[src/rtl/io_pulse_pkg.sv]
// Shared state encoding and sizing helpers for the io pulse generator.
package io_pulse_pkg;

  typedef enum logic [1:0] {
    IDLE = 2'd0,
    HIGH = 2'd1,
    LOW  = 2'd2
  } state_e;

  // Bits needed to hold values 0..max_val (never less than one bit).
  function automatic int unsigned width_for(input int unsigned max_val);
    return (max_val < 1) ? 1 : $clog2(max_val + 1);
  endfunction

  function automatic int unsigned max_of(input int unsigned a, input int unsigned b);
    return (a > b) ? a : b;
  endfunction

endpackage

[src/rtl/sat_updown_counter.sv]
// Saturating up/down counter used as the pending-event queue depth.
module sat_updown_counter #(
  parameter int unsigned p_MAX = 2
) (
  input  logic                         clk,
  input  logic                         rst_n,
  input  logic                         inc,
  input  logic                         dec,
  output logic [$clog2(p_MAX+1)-1:0]   count,
  output logic [$clog2(p_MAX+1)-1:0]   count_next_c,
  output logic                         overflow
);

  localparam int unsigned W = $clog2(p_MAX + 1);

  logic [W-1:0] count_q, count_d;
  logic         overflow_q, overflow_d;

  // Next count: simultaneous inc+dec is a net no-op and never overflows.
  always_comb begin
    count_d    = count_q;
    overflow_d = 1'b0;
    if (inc && !dec) begin
      if (count_q == W'(p_MAX)) overflow_d = 1'b1;
      else                      count_d    = count_q + W'(1);
    end else if (dec && !inc) begin
      if (count_q != '0) count_d = count_q - W'(1);
    end
  end

  // Count and one-cycle overflow flag registers.
  always_ff @(posedge clk or negedge rst_n) begin
    if (!rst_n) begin
      count_q    <= '0;
      overflow_q <= 1'b0;
    end else begin
      count_q    <= count_d;
      overflow_q <= overflow_d;
    end
  end

  assign count        = count_q;
  assign count_next_c = count_d;
  assign overflow     = overflow_q;

endmodule

[src/rtl/pulse_generator.sv]
// Turns one-cycle strobes into fixed-width pulses with a minimum gap,
// queueing strobes that arrive while a pulse or gap is in progress.
module pulse_generator
  import io_pulse_pkg::*;
#(
  parameter int unsigned p_HIGH_CYCLES = 3,
  parameter int unsigned p_LOW_CYCLES  = 2,
  parameter int unsigned p_MAX_PENDING = 2,
  parameter bit          p_ACTIVE_HIGH = 1'b1
) (
  input  logic                               i_clk,
  input  logic                               i_rst_n,
  input  logic                               i_strobe,
  output logic                               o_pulse,
  output logic                               o_busy,
  output logic [$clog2(p_MAX_PENDING+1)-1:0] o_pending,
  output logic                               o_overflow
);

  localparam int unsigned PW  = $clog2(p_MAX_PENDING + 1);
  localparam int unsigned CW  = width_for(max_of(p_HIGH_CYCLES, p_LOW_CYCLES));
  localparam logic        ACT = p_ACTIVE_HIGH ? 1'b1 : 1'b0;

  state_e        state_q, state_d;
  logic [CW-1:0] cnt_q, cnt_d;
  logic          pulse_q, pulse_d;
  logic          busy_q, busy_d;
  logic          inc_c, dec_c;
  logic [PW-1:0] pend, pend_next_c;

  // Pending-event queue depth.
  sat_updown_counter #(
    .p_MAX (p_MAX_PENDING)
  ) u_pending (
    .clk          (i_clk),
    .rst_n        (i_rst_n),
    .inc          (inc_c),
    .dec          (dec_c),
    .count        (pend),
    .count_next_c (pend_next_c),
    .overflow     (o_overflow)
  );

  // Next state, cycle counter and queue control.
  always_comb begin
    state_d = state_q;
    cnt_d   = cnt_q;
    inc_c   = 1'b0;
    dec_c   = 1'b0;
    case (state_q)
      IDLE: begin
        if (i_strobe) begin
          state_d = HIGH;
          cnt_d   = CW'(p_HIGH_CYCLES - 1);
        end
      end
      HIGH: begin
        inc_c = i_strobe;
        if (cnt_q == '0) begin
          state_d = LOW;
          cnt_d   = CW'(p_LOW_CYCLES - 1);
        end else begin
          cnt_d = cnt_q - CW'(1);
        end
      end
      LOW: begin
        if (cnt_q != '0) begin
          inc_c = i_strobe;
          cnt_d = cnt_q - CW'(1);
        end else if (pend != '0) begin
          // Dequeue one event; a simultaneous strobe takes its slot.
          dec_c   = 1'b1;
          inc_c   = i_strobe;
          state_d = HIGH;
          cnt_d   = CW'(p_HIGH_CYCLES - 1);
        end else if (i_strobe) begin
          state_d = HIGH;
          cnt_d   = CW'(p_HIGH_CYCLES - 1);
        end else begin
          state_d = IDLE;
        end
      end
      default: begin
        state_d = IDLE;
        cnt_d   = '0;
      end
    endcase
  end

  // Registered output levels follow the next state so nothing lags.
  always_comb begin
    pulse_d = (state_d == HIGH) ? ACT : ~ACT;
    busy_d  = (state_d != IDLE) || (pend_next_c != '0);
  end

  // State, counter and output registers.
  always_ff @(posedge i_clk or negedge i_rst_n) begin
    if (!i_rst_n) begin
      state_q <= IDLE;
      cnt_q   <= '0;
      pulse_q <= ~ACT;
      busy_q  <= 1'b0;
    end else begin
      state_q <= state_d;
      cnt_q   <= cnt_d;
      pulse_q <= pulse_d;
      busy_q  <= busy_d;
    end
  end

  assign o_pulse   = pulse_q;
  assign o_busy    = busy_q;
  assign o_pending = pend;

endmodule

[config.mk]
export PLATFORM = sky130hd
export DESIGN_NAME = pulse_generator
export DESIGN_NICKNAME = d
export VERILOG_FILES = /design/src/rtl/io_pulse_pkg.sv /design/src/rtl/sat_updown_counter.sv /design/src/rtl/pulse_generator.sv
export SDC_FILE = /design/constraint.sdc
export NUM_CORES = 1
export LEC_CHECK = 0
export ABC_AREA = 0
export BUFFER_PORTS_ARGS = -buffer_cell sky130_fd_sc_hd__buf_4
export CAP_MARGIN = 25
export CELL_PAD_IN_SITES_DETAIL_PLACEMENT = 1
export CELL_PAD_IN_SITES_GLOBAL_PLACEMENT = 2
export CORE_ASPECT_RATIO = 1.1
export CORE_UTILIZATION = 34
export DETAILED_ROUTE_END_ITERATION = 8
export HOLD_SLACK_MARGIN = 0.05
export PLACE_DENSITY = 0.75
export SETUP_SLACK_MARGIN = 0.5
export SLEW_MARGIN = 10
export SYNTH_ARGS = -nofsm -noshare
export SYNTH_HDL_FRONTEND = slang
export SYNTH_SLANG_ARGS = --single-unit
[constraint.sdc]
create_clock -name i_clk -period 2.5 [get_ports i_clk]
set_input_delay 0.5 -clock i_clk [delete_from_list [all_inputs] [get_ports i_clk]]
set_output_delay 0.5 -clock i_clk [all_outputs]
set_load 0.02 [all_outputs]
# Word-level counts from Yosys, hierarchy flattened
# Index checks and enable logic that the tools add are counted.
[classes]
mux = 24
n_div = 0
bitwise_logic = 0
eq_ne = 4
shifts = 0
n_addsub = 3
magnitude_cmp = 0
multipliers = 0
n_reduce_logical = 11
[ops]
columns = ["cell", "n"]
rows = [
  ["2-to-1 mux 2 bit", 11],
  ["case mux 2 bit (3 select lines)", 2],
  ["2-to-1 mux 1 bit", 10],
  ["nonzero test 2 bit", 4],
  ["equality test 2 x 1 -> 1 bit, second input constant", 2],
  ["equality test 2 bit, second input constant", 2],
  ["logical NOT 2 bit", 2],
  ["subtractor 2 x 1 -> 2 bit, second input constant", 2],
  ["adder 2 x 1 -> 2 bit, second input constant", 1],
  ["logical AND 1 bit", 2],
  ["logical NOT 1 bit", 2],
  ["case mux 1 bit (2 select lines)", 1],
  ["logical OR 1 bit", 1],
]
[word_totals]
inputBits = 3
memories = 0
latchBits = 0
rom_bits = 0
out_inout_bits = 5
wordCells = 48
ff_bits = 9
ram_bits = 0

# Logic depth before layout (Yosys ltp)
# Gate-level depths: netlist of the first run.
[logic_depth]
ltp_word = 10
ltp_mapped = 7
depth_no_buf = 6

# Modules after synthesis
# Synthesis of the first run repeated with hierarchy kept, for this count alone.
[unflattened]
cells_unflattened = 53
area_unflattened_um2 = 569.3
[by_module_without_submodules]
columns = ["module", "cells_each", "area_per_inst_um2", "seq_area_each_um2", "n_inst"]
rows = [
  ["pulse_generator", 35, 367.9, 150.1, 1],
  ["sat_updown_counter", 18, 201.4, 75.1, 1],
]

# Worst setup path before layout of the first run
# Ideal clock, no wire load.
[synth_path]
kind = "register to register"
from = "reg u_pending.count_q[0], in the netlist u_pending.count[0]"
to = "reg busy_q, in the netlist o_busy"
synth_period_minus_slack_ns = 2.201
path_stages_with_launch = 8
required_ns = 2.362
arrival_ns = 2.062
n_path_buf = 1
slack_ns = 0.299
setup_ns = 0.138
path_cell_list = "dfrtp_1 > inv_1 > ha_1 > or4b_1 > buf_2 > nand2_1 > o221ai_2 > or4_1"
[synth_via]
elab_chain_len = 10
word_cells_on_any_way = 24
cone_classes = "add/sub: 2; eq/ne: 1; mux: 13; reduce/logical: 8"
[synth_lines]
columns = ["element", "line", "rtl"]
rows = [
  ["from (decl)", "sat_updown_counter.sv:16", "logic [W-1:0] count_q, count_d;"],
  ["from (signal assigned)", "sat_updown_counter.sv:37", "count_q <= count_d;"],
  ["nonzero test 2 bit", "sat_updown_counter.sv:27, pulse_generator.sv:70", ""],
  ["2-to-1 mux 1 bit", "pulse_generator.sv:70", "end else if (pend != '0) begin"],
  ["2-to-1 mux 1 bit", "pulse_generator.sv:67", "if (cnt_q != '0) begin"],
  ["case mux 1 bit (2 select lines)", "pulse_generator.sv:50", "case (state_q)"],
  ["logical NOT 1 bit", "sat_updown_counter.sv:26", "end else if (dec && !inc) begin"],
  ["logical AND 1 bit", "sat_updown_counter.sv:26", ""],
  ["2-to-1 mux 2 bit", "sat_updown_counter.sv:26", ""],
  ["2-to-1 mux 2 bit (*)", "sat_updown_counter.sv:23", "if (inc && !dec) begin"],
  ["net pend_next_c[0]", "pulse_generator.sv:29", "logic [PW-1:0] pend, pend_next_c;"],
  ["nonzero test 2 bit (*)", "pulse_generator.sv:93", "busy_d = (state_d != IDLE) || (pend_next_c != '0);"],
  ["logical OR 1 bit (*)", "pulse_generator.sv:93", ""],
  ["net busy_d", "pulse_generator.sv:27", "logic busy_q, busy_d;"],
  ["to (signal assigned)", "pulse_generator.sv:107", "busy_q <= busy_d;"],
  ["to (decl)", "pulse_generator.sv:27", ""],
]
# Mark *: on every way through the listed nets, which the timed path passes. The rest lies on a longest branch.

# Final worst setup path of the first run
[layout_path]
from = "reg state_q[0]"
to = "reg busy_q, in the netlist o_busy"
[layout_via]
elab_chain_len = 8
word_cells_on_any_way = 18
cone_classes = "eq/ne: 2; mux: 8; reduce/logical: 8"
[layout_lines]
columns = ["element", "line", "rtl"]
rows = [
  ["from (decl)", "pulse_generator.sv:24", "state_e state_q, state_d;"],
  ["from (signal assigned)", "pulse_generator.sv:104", "state_q <= state_d;"],
  ["equality test 2 bit or equality test 2 x 1 -> 1 bit (tied branches)", "pulse_generator.sv:50", ""],
  ["case mux 1 bit (2 select lines)", "pulse_generator.sv:50", ""],
  ["logical NOT 1 bit", "sat_updown_counter.sv:26", ""],
  ["logical AND 1 bit", "sat_updown_counter.sv:26", ""],
  ["2-to-1 mux 2 bit", "sat_updown_counter.sv:26", ""],
  ["2-to-1 mux 2 bit (*)", "sat_updown_counter.sv:23", ""],
  ["net pend_next_c[1]", "pulse_generator.sv:29", ""],
  ["nonzero test 2 bit (*)", "pulse_generator.sv:93", ""],
  ["logical OR 1 bit (*)", "pulse_generator.sv:93", ""],
  ["net busy_d", "pulse_generator.sv:27", ""],
]
# Marks and branches as above.

==> results of run 1 <==
[critical path: stages, from the launching register on]
cell	delay (ns)
dfrtp_2	0.43
inv_4	0.08
ha_4	0.14
or4b_4	0.50
o2111ai_1	0.16
o211ai_1	0.14
or4_1	0.40
[layer usage]
layer	vias to the layer above	share of wire [%]	global-route usage, %
li1	264	-	-
met1	273	51	22.7
met2	5	48	27.7
met5	-	0	0
met3	0	1.3	2.35
met4	0	0	5.63
[power by group through the flow]
stage | clock (uW) | sequential (uW) | combinational [uW]
2_1_floorplan | 0 | 303 | 343
4_1_cts | 115 | 284 | 587
3_5_place_dp | 0 | 302 | 481
6_report | 114 | 290 | 665
3_3_place_gp | 0 | 298 | 481
5_1_grt | 123 | 300 | 730
[flip-flops by register name, indices dropped and copies added (netlist names)]
name / cells
u_pending.overflow: 1
state_q: 2
u_pending.count: 2
cnt_q: 2
o_pulse: 1
o_busy: 1
[synth_stat cells (2+ instances only)]
| library cell | n | share of area, % |
|---|---|---|
| o21ai_1 | 2 | 1.6 |
| and3_1 | 2 | 2.1 |
| nand2_1 | 4 | 2.5 |
| inv_1 | 5 | 3.1 |
| nor2b_1 | 3 | 3.1 |
| o21ai_0 | 3 | 2.5 |
| or4b_1 | 2 | 3.3 |
| a31oi_1 | 3 | 3.1 |
| dfrtp_1 | 9 | 37 |
| ha_1 | 7 | 14 |
| o21a_1 | 3 | 3.7 |
| o211ai_1 | 3 | 3.7 |
[cell type report]
type	count	area [um^2]
Fill cell	190	785
Multi-Input combinational cell	46	408
Sequential cell	9	230
Timing Repair Buffer	16	123
Clock buffer	4	26.3
Inverter	5	21.3
Tap cell	17	21.3
[worst max path at each step]
stage | from | endpoint
floorplan | state_q[0] | o_busy
global placement | state_q[0] | o_busy
detailed placement | state_q[0] | o_busy
CTS | u_pending.count[0] | o_busy
global route | state_q[0] | o_busy
finish | state_q[0] | o_busy
[per-stage QoR]
step | area [um^2] | utilization, % | setup slack (ns)
after floorplan | 628 | - | 0.452
after detailed placement | 679 | 42.1 | 0.379
after global routing | 830 | 51.4 | 0.438
after global placement | 679 | 42.1 | 0.413
after CTS | 779 | 48.3 | 0.501
final | 830 | 51.4 | 0.507
[logic make-up (layout without fill, tap and decap cells)]
kind of cell | after synthesis | after routing | synth area share (%)
flops | 9 | 9 | 37.0
simple gates | 17 | 17 | 16.5
fa+ha+maj | 7 | 7 | 14.4
mux | 1 | 1 | 1.65
compound gates | 21 | 21 | 24.7
buf+inv | 7 | 25 | 5.76
[repair_timing]
action / in CTS / in global routing
setup endpoints to repair: 1 / 1
endpoints found under the hold margin: 4 / 0
pin swaps: 1 / 3
buffers inserted: 6 / 2
hold buffers: 1 / 0
resized for setup: 6 / 6
==> reports/results.tsv, run 1 <==
metric	value	unit
origin of the critical flop-to-flop path	state_q[0]	
sw frac	43.6	%
Layout area overhead	36.4	%
largest net degree at the start of global routing	10	
# rows	15	
Max Cap Viol	0	
CTS buffer count	3	
cells after synthesis	62	
n_diodes	0	
Reg clk slew, reported paths	0.07	ns
status	complete, no violations	
Setup TNS Final	0	ns
asr flop ratio synth	100	%
overall power	1070	uW
Worst Skew	0.00995	ns
post-synthesis sequential area ratio	37.0	%
worst hold margin	0.554	ns
worst slew pin tran	0.280	ns
Post-Synthesis Cell Area	608	um^2
leakage power	0.000373	uW
placed cell count	84	
CP Class	reg -> reg	
Final HPWL DP	1050	um
htree depth	1	
starting density of the core	37.7	%
GPL Wtd Cong	0.712	
combinational power share	62.2	%
Via density	5.59	
FMAX	502	MHz
fin cells	97	
cell depth of the worst flop-to-flop path	6	
Arr. time, crit path	2.12	ns
initial antenna violation count	0	
Syn Area/Cell	9.81	um^2
count of different cell masters after synthesis	28	
Main synth FF type	dfrtp_1	
Period minus WS final	1.99	ns
I/O pins	8	
overflow left after global routing	0	
drt pass-1 iters	2	
crit end category	flip-flop	
Internal Pwr Total	603	uW
global-route wire length before repair	2430	um
drt total wl	1590	um
DRC errors left	0	
syn_nets	72	
CTS Buffer Depth	2	
vias in the first global route	528	
crit share post-route	79.7	%
Worst Hold Depth	3	
Placeable Area	1610	um^2
most common cell after layout, fill and taps aside	buf_4	
hold wc startpoint	i_strobe	
fin. max-slew vios	0	
Sequential Power Share	27.1	%
Die ar.	1960	um^2
hold endpoint	cnt_q[1]	
CTS Root Cell	clkbuf_4	
internal reg-to-reg setup slack	0.51	ns
Layout Nets	91	
worst-path maximum fanout	5	
number of DRC markers in iteration 0	7	
all-layer global routing usage	16.8	%
CP required	2.63	ns
antenna-violating nets left	0	
via count	542	
clock latency on the worst-skew pair	0.26	ns
Warnings, synthesis	0	
share of layout cells above drive strength 1	43.8	%
routed length per instance	16.4	um
clock power share	10.7	%
most frequent cells in the layout	buf_4, dfrtp_1, ha_4, dfrtp_2	
die width	42.3	um
Min-Delay Path Class	in -> reg	
EDFF count, synth	0	
synthesized flop and latch total	9	
Clock Sink Count	9	
# setup viols final	0	
worst IR drop on VDD	469	uV
Power Density	1290	nW/um^2
TritonCTS clock tree	built	
Sw Pwr	466	uW
RSZ-0062 raised after global routing	yes	
startpoint types	flip-flop	
PortBufs	7	
Die Y	46.4	um
Worst R2R End	o_busy	
Slew headroom	81.3	%
Hold Fails Final Rpt	0	
Power figures use the tool's default switching activity.
==> inputs of run 2 (changes only) <==
==> constraint.sdc (replaced) <==
create_clock -name i_clk -period 2.08 [get_ports i_clk]
set_input_delay 0.416 -clock i_clk [delete_from_list [all_inputs] [get_ports i_clk]]
set_output_delay 0.416 -clock i_clk [all_outputs]
set_load 0.02 [all_outputs]
==> reports/results.tsv, run 2 (same netlist as run 1, synthesis figures left out) <==
metric	value	unit
Die Y	46.4	um
Fillers	183	
via count	561	
worst-path maximum fanout	6	
FMAX	487	MHz
I/O pins	8	
PortBufs	7	
CTS buffer count	3	
GPL Wtd Cong	0.790	
Arr. time, crit path	2.17	ns
TritonCTS clock tree	built	
fin cells	105	
die width	42.3	um
Die ar.	1960	um^2
RSZ-0062 raised after global routing	yes	
Min-Delay Path Class	in -> async	
worst IR drop on VDD	685	uV
htree depth	1	
worst slew pin tran	0.247	ns
global-route wire length before repair	2730	um
CTS Root Cell	clkbuf_4	
placed instance area	749	um^2
clock latency on the worst-skew pair	0.26	ns
crit end category	flip-flop	
Clock Sink Count	9	
number of DRC markers in iteration 0	10	
fin. max-slew vios	0	
n_diodes	0	
Final HPWL DP	1230	um
Max Cap Viol	0	
Setup TNS Final	0	ns
CP required	2.20	ns
status	complete, no violations	
Placeable Area	1610	um^2
# rows	15	
starting density of the core	37.7	%
placed cell count	92	
worst hold margin	0.512	ns
startpoint types	flip-flop	
Via density	5.34	
Layout Nets	99	
Slew headroom	83.5	%
all-layer global routing usage	18.6	%
initial antenna violation count	0	
Layout area overhead	46.7	%
most common cell after layout, fill and taps aside	buf_4	
Reg clk slew, reported paths	0.07	ns
cell area after layout	892	um^2
Hold Fails Final Rpt	0	
routed length per instance	17.0	um
antenna-violating nets left	0	
leakage power	0.000414	uW
most frequent cells in the layout	buf_4, dfrtp_1, inv_2, ha_4	
Period minus WS final	2.05	ns
vias in the first global route	583	
Power Density	1580	nW/um^2
overflow left after global routing	0	
crit share post-route	98.6	%
Worst Skew	0.00822	ns
drt pass-1 iters	4	
DRC errors left	0	
drt total wl	1790	um
largest net degree at the start of global routing	10	
share of layout cells above drive strength 1	47.7	%
final core utilization	55.3	%
CTS Buffer Depth	2	
CP Class	reg -> reg	
# setup viols final	0	
## run 2: changes by cell type in the layout (fill, tap and decap cells not counted), sizes merged
cell | before | now
buf | 15 | 23
## run 2: critical path: stages, from the launching register on
cell	delay (ns)
dfrtp_1	0.41
inv_2	0.09
ha_4	0.13
or4b_4	0.52
o2111ai_2	0.10
o211ai_1	0.14
or4_1	0.52
## run 2: layer usage
metal	track usage (%)	vias up	share of wire, %
met1	26.7	275	51
met5	0	-	0
met4	1.88	0	0
met2	31.1	5	48
met3	2.35	0	1.0
li1	-	281	-
## run 2: repair_timing
| action | in CTS | in global routing |
|---|---|---|
| setup buffers | 5 | 3 |
| pin swaps | 3 | 8 |
| resized for setup | 4 | 7 |
| hold buffers | 1 | 0 |
| setup endpoints to repair | 4 | 7 |
| endpoints found under the hold margin | 9 | 0 |
## run 2: through the flow
stage	total power (uW)	setup WS (ns)
2_1_floorplan	791	0.0318
3_3_place_gp	1040	0.0844
3_5_place_dp	1050	0.0764
5_1_grt	1520	-0.00110
6_report	1410	0.0284
4_1_cts	1280	0.100
## run 2: area by class of cell
cell class	instances	area (um^2)	area share [%]
repair buffers	24	186	20.9
flip-flops and latches	9	229	25.7
inverters	5	18.8	2.10
clock buffers	4	26.3	2.95
multi-input cells	46	410	46.0
well taps	17	21.3	2.38
## run 2: where the power goes
group / total, uW / internal [uW] / switching (uW) / leakage (uW)
logic: 941 / 478 / 463 / 0.000292
clock network: 134 / 73.8 / 60.7 / 0.0000150
registers: 332 / 255 / 76.6 / 0.000107
## run 2: worst paths after layout
| path | endpoint | slack [ns] | startpoint | cells after the start |
|---|---|---|---|---|
| max | o_busy | 0.03 | state_q[0] | 6 |
| min | cnt_q[0] | 0.51 | i_rst_n | 2 |
| max reg2reg | o_busy | 0.03 | state_q[0] | 6 |
| min reg2reg | cnt_q[1] | 0.74 | cnt_q[1] | 2 |
| max in group asynchronous | state_q[1] | 1.41 | i_rst_n | 2 |
| min in group i_clk | cnt_q[1] | 0.62 | i_strobe | 4 |
